[src/rtl/inst_fetch_pkg.sv]
// inst_fetch_pkg
//   Shared constants and types for the instruction-fetch stage.
//   - Word / enable / reset literal values used by the fetch logic.
//   - fetch_state_t : fetch state machine codes (not visible outside).
//   - if_id_t       : contents of the IF/ID pipeline register.
//   - is_misaligned : word-alignment test on the two low address bits.
package inst_fetch_pkg;

    localparam logic [31:0] ZERO_WORD    = 32'h0000_0000;
    localparam logic        CHIP_ENABLE  = 1'b1;
    localparam logic        CHIP_DISABLE = 1'b0;
    localparam logic        RST_ENABLE   = 1'b1;

    typedef enum logic [1:0] {
        FETCH_IDLE       = 2'd0,
        FETCH_RUN        = 2'd1,
        FETCH_WAIT_FLUSH = 2'd2
    } fetch_state_t;

    typedef struct packed {
        logic [31:0] pc;
        logic [31:0] inst;
        logic        valid;
        logic        adel;
    } if_id_t;

    function automatic logic is_misaligned(input logic [1:0] addr_low);
        return addr_low != 2'b00;
    endfunction

endpackage

[src/rtl/inst_fetch_if_id_reg.sv]
// if_id_reg
//   IF/ID pipeline register between fetch and decode.
//   Ports:
//     clk       in   clock, rising edge
//     rst       in   synchronous active-high reset (clears to a bubble)
//     load      in   capture load_data
//     bubble    in   replace contents with an empty slot (wins over load)
//     load_data in   entry to capture
//     if_id     out  registered entry presented to decode
//   Neither load nor bubble: contents hold (stall).
module if_id_reg
    import inst_fetch_pkg::*;
(
    input  logic   clk,
    input  logic   rst,
    input  logic   load,
    input  logic   bubble,
    input  if_id_t load_data,
    output if_id_t if_id
);

    if_id_t if_id_reg_q;

    always_ff @(posedge clk) begin
        if (rst == RST_ENABLE) begin
            if_id_reg_q <= '0;
        end else if (bubble) begin
            // An empty slot is all zero: ZERO_WORD instruction is a NOP to decode.
            if_id_reg_q <= '0;
        end else if (load) begin
            if_id_reg_q <= load_data;
        end
    end

    assign if_id = if_id_reg_q;

endmodule

[src/rtl/inst_fetch.sv]
// inst_fetch
//   Instruction fetch stage: owns the PC, the fetch state machine, branch
//   and exception redirect, misaligned-fetch detection and drives the
//   instruction ROM (which answers combinationally in the same cycle).
//   Ports:
//     clk, rst           clock / synchronous active-high reset
//     stall_i            hold PC and IF/ID
//     flush_i, new_pc_i  exception redirect (highest priority after rst)
//     branch_flag_i,
//     branch_target_i    taken branch/jump redirect from decode
//     inst_i             ROM data for instaddr_o
//     ce_o, instaddr_o   ROM chip enable and byte address
//     if_pc_o, if_inst_o,
//     if_valid_o,
//     if_adel_o          IF/ID register contents toward decode
module inst_fetch
    import inst_fetch_pkg::*;
#(
    parameter logic [31:0] RESET_PC = 32'h0000_0000,
    parameter logic [31:0] PC_STEP  = 32'd4
) (
    input  logic        clk,
    input  logic        rst,
    input  logic        stall_i,
    input  logic        flush_i,
    input  logic [31:0] new_pc_i,
    input  logic        branch_flag_i,
    input  logic [31:0] branch_target_i,
    input  logic [31:0] inst_i,
    output logic        ce_o,
    output logic [31:0] instaddr_o,
    output logic [31:0] if_pc_o,
    output logic [31:0] if_inst_o,
    output logic        if_valid_o,
    output logic        if_adel_o
);

    fetch_state_t state_reg, state_next;
    logic [31:0]  pc_reg, pc_next;
    logic         ifid_load, ifid_bubble;
    if_id_t       ifid_data, ifid_q;

    always_comb begin
        state_next  = state_reg;
        pc_next     = pc_reg;
        ifid_load   = 1'b0;
        ifid_bubble = 1'b0;
        ifid_data   = '{pc: pc_reg, inst: inst_i, valid: 1'b1, adel: 1'b0};

        if (flush_i) begin
            // Exception redirect beats stall and branch in every state.
            pc_next     = new_pc_i;
            state_next  = FETCH_RUN;
            ifid_bubble = 1'b1;
        end else begin
            case (state_reg)
                FETCH_IDLE: begin
                    // PC already holds RESET_PC; it becomes the first fetch.
                    state_next = FETCH_RUN;
                end
                FETCH_RUN: begin
                    // Under stall the branch is dropped: decode re-presents it.
                    if (!stall_i) begin
                        ifid_load = 1'b1;
                        if (is_misaligned(pc_reg[1:0])) begin
                            // The ROM word at a misaligned address is meaningless,
                            // so only the faulting PC travels with the adel flag.
                            ifid_data.inst  = ZERO_WORD;
                            ifid_data.valid = 1'b0;
                            ifid_data.adel  = 1'b1;
                            state_next      = FETCH_WAIT_FLUSH;
                        end else if (branch_flag_i) begin
                            // Captured word is the delay slot; target may be
                            // misaligned and is trapped on its own fetch.
                            pc_next = branch_target_i;
                        end else begin
                            pc_next = pc_reg + PC_STEP;
                        end
                    end
                end
                FETCH_WAIT_FLUSH: begin
                    // adel entry is shown for exactly one unstalled cycle,
                    // then the slot empties until the handler redirect arrives.
                    if (!stall_i) begin
                        ifid_bubble = 1'b1;
                    end
                end
                default: begin
                    state_next = FETCH_IDLE;
                end
            endcase
        end
    end

    always_ff @(posedge clk) begin
        if (rst == RST_ENABLE) begin
            state_reg <= FETCH_IDLE;
            pc_reg    <= RESET_PC;
        end else begin
            state_reg <= state_next;
            pc_reg    <= pc_next;
        end
    end

    if_id_reg u_if_id_reg (
        .clk       (clk),
        .rst       (rst),
        .load      (ifid_load),
        .bubble    (ifid_bubble),
        .load_data (ifid_data),
        .if_id     (ifid_q)
    );

    assign ce_o       = (state_reg == FETCH_RUN) ? CHIP_ENABLE : CHIP_DISABLE;
    assign instaddr_o = (ce_o == CHIP_ENABLE) ? pc_reg : ZERO_WORD;
    assign if_pc_o    = ifid_q.pc;
    assign if_inst_o  = ifid_q.inst;
    assign if_valid_o = ifid_q.valid;
    assign if_adel_o  = ifid_q.adel;

endmodule

[config.mk]
export PLATFORM = sky130hd
export DESIGN_NAME = inst_fetch
export DESIGN_NICKNAME = d
export VERILOG_FILES = /design/src/rtl/inst_fetch_pkg.sv /design/src/rtl/inst_fetch_if_id_reg.sv /design/src/rtl/inst_fetch.sv
export SDC_FILE = /design/constraint.sdc
export NUM_CORES = 1
export LEC_CHECK = 0
export BUFFER_PORTS_ARGS = -buffer_cell sky130_fd_sc_hd__buf_4
export CAP_MARGIN = 10
export CORE_AREA = 3 3 101 103
export DETAILED_ROUTE_END_ITERATION = 8
export DIE_AREA = 0 0 104 106
export GPL_ROUTABILITY_DRIVEN = 0
export PLACE_DENSITY = 0.88
export SLEW_MARGIN = 20
export SYNTH_ARGS = -nofsm -noshare
export SYNTH_HDL_FRONTEND = slang
export SYNTH_SLANG_ARGS = --single-unit
[constraint.sdc]
create_clock -name clk -period 4.7 [get_ports clk]
set_clock_uncertainty 0.15 [all_clocks]
set_input_delay 0.47 -clock clk [delete_from_list [all_inputs] [get_ports clk]]
set_output_delay 0.47 -clock clk [all_outputs]
set_load 0.01 [all_outputs]
==> impl_metrics.ini <==
[drt]
wl_per_cell_microns = 17.61
vias_per_cell = 5.980
drt_wl_total_microns = 15910
vias = 5400
drt_iter0_markers = 582
drc = 0
ant_nets = 0
drt_pass1_iterations = 6

[timing]
tightest_slew_ps = 929.4
period_share = 0.6465
slew_headroom = 0.3791
hold_viol_final = 0
finalSetupViolCount = 0
period_needed_ps = 3039
slew_violations = 0
tns_ps = 0
rsz0062_at_grt = no
fmaxAchievable_mhz = 329.1

[floorplanning]
io_pins = 200
rows = 35
core-area_sq_mm = 0.009284
dieWidth_microns = 104
die_area_sq_mm = 0.01102
die_y_microns = 106
start_util = 0.5270

[synth]
synth_top_family_by_area = simple AND/OR/NAND/NOR gates
synth.distinct_cells = 65
async_flop_share = 0
synth_flop_cell = dfxtp_1
synth_warnings = 0
synth_commonest_cells = dfxtp_1, nand2_1, nor2_1
synth_edf_count = 0
synthAdderAreaFrac = 0.002558
synthMuxAreaShare = 0.01867
synth_seq_area_share = 0.4092
syn_nets = 707
synth_top_area_share = 0.4092
synth_xor_area_frac = 0
syn_avg_cell_area_sq_um = 8.086
synthSimpleGateAreaFrac = 0.2813
yosys.area.top_type = dfxtp_1
ys_ff_latch = 100
yosysMostFrequentCell = dfxtp_1
syn-cell-area_sq_mm = 0.004892
synthCells = 605
netlist_top_cells_area = dfxtp_1, nand2_1, a22oi_1
synth_compound_area_frac = 0.2309

[cts]
hold_buffers = 0
cts_root_buf = clkbuf_8
cts_setup_buffers = 0
cts_buffer_depth = 2
clk_latency_ps = 360
clkSinkCount = 100
clk_pin_slew_ps = 110
cts_made_buffers = 9
cts_max_level = 3
cts_tree = yes
cts_resized = 0

[status]
status = finished clean

[global_routing]
grt_first_pass_wirelength_microns = 25430
met3_usage = 0.05464
antenna_found_initial = 0
busiest_layer = met2
grt_pass1_vias = 5146
grt.overflow.total = 0
grt.met2_usage = 0.4796
grt.total_usage = 0.2779
grt_start_max_net_pins = 67
globalRouteMet1Util = 0.3402

[critical_path]
r2r_slack_ps = 1660
timing.rr.start = state_reg[0]
start_kind = register
crit_type = register to register
required_ps = 4800
crit_arrival_ps = 3140
r2r_end = pc_reg[31]
path_max_fanout = 66
end_kind = register
r2r_cells = 5

[place]
place_area_sq_mm = 0.006332
post-dp-hpwl_microns = 11340
port_buffers = 199

[worst_hold_path]
min_to = u_if_id_reg.if_id[15]
min_path_cells = 3
min-delay-start = inst_i[13]
hp-class = primary input to register

[pwr]
p_per_area_mw_per_mm2 = 268.0
ir_drop_mv = 0.1947
p_leak_nw = 2.734

[flow_run]
drv_cap = 0

[cells_and_area]
final_area_sq_mm = 0.006533
largest_reg_flops = 66
nNetsFinal = 871
syn_to_final_growth_pct = 33.53
fillers = 775
diodes = 0
layout-drive-gt1-share = 0.3165
==> cells in the final DEF (no fill, tap or decap), types with 3 or more instances in the layout <==
| cell | netlist | layout |
|---|---|---|
| and2_1 | 32 | 32 |
| a2bb2oi_1 | 3 | 3 |
| nor3_1 | 11 | 11 |
| nand4_1 | 7 | 7 |
| nor2b_1 | 4 | 3 |
| o22ai_1 | 3 | 3 |
| a222oi_1 | 4 | 4 |
| and4_1 | 3 | 3 |
| o32ai_1 | 9 | 9 |
| a21oi_1 | 53 | 53 |
| a211oi_1 | 8 | 8 |
| a311oi_1 | 5 | 5 |
| inv_1 | 5 | 5 |
| o211ai_1 | 5 | 5 |
| clkbuf_8 | 2 | 9 |
| nand3_1 | 17 | 17 |
| mux2i_1 | 8 | 8 |
| nand2_1 | 86 | 86 |
| nor3_2 | 3 | 3 |
| buf_4 | 0 | 203 |
| and3_1 | 11 | 11 |
| dfxtp_1 | 100 | 100 |
| a22oi_1 | 38 | 38 |
| or2_2 | 3 | 3 |
| o21ai_0 | 18 | 18 |
| clkinv_4 | 0 | 3 |
| nor2_1 | 75 | 74 |
==> logic make-up after synthesis <==
group | count (synthesis)
mux | 9
flops | 100
compound gates | 168
buf+inv | 56
fa+ha+maj | 1
simple gates | 271
==> final cells by class <==
cell class	count	area (sq um)	share of cell area
Timing Repair Buffer	203	1524	0.2333
Multi-Input combinational cell	449	2628	0.4022
Inverter	6	22.52	0.003448
Clock buffer	9	123.9	0.01896
Sequential cell	100	2002	0.3065
Tap cell	129	161.4	0.02471
Clock inverter	7	71.32	0.01092
==> metal layers <==
| metal | up-vias | wire [microns] |
|---|---|---|
| met3 | 52 | 1409 |
| met2 | 344 | 7828 |
| met4 | 0 | 450 |
| li1 | 2500 | - |
| met5 | - | 0 |
| met1 | 2504 | 6216 |
==> worst max path at each step <==
stage,start,endpoint,slack (ps),depth (start not counted)
after floorplan,stall_i,pc_reg[23],2740,6
after global placement,flush_i,pc_reg[21],1500,7
after detailed placement,flush_i,pc_reg[21],1390,7
after CTS,state_reg[0],pc_reg[31],1690,5
after global routing,state_reg[0],pc_reg[31],1440,5
final,state_reg[0],pc_reg[31],1660,5
==> worst max-delay path: stages (launching register included) <==
cell and delay, ps:
dfxtp_1 450, or4b_4 840, nor2_2 730, a21oi_1 250, a311oi_1 420, nor3_2 80
==> report_power, final <==
part | switching [mW] | total, mW | internal, mW
combinational | 0.147 | 0.285 | 0.139
clock | 0.335 | 0.543 | 0.208
sequential | 0.0474 | 0.922 | 0.875
==> through the flow <==
step	setup WS (ps)	hold WS, ps	std cells	total power, mW	util
floorplan	2739	297.4	605	1.085	-
detailed placement	1386	297.5	887	1.220	0.6821
global route	1442	182.7	903	1.816	0.7036
CTS	1685	179.2	903	1.750	0.7031
finish	1661	189.0	903	1.751	0.7036
global placement	1504	294.6	887	1.209	0.6821
(Power assumes the default switching activity.)
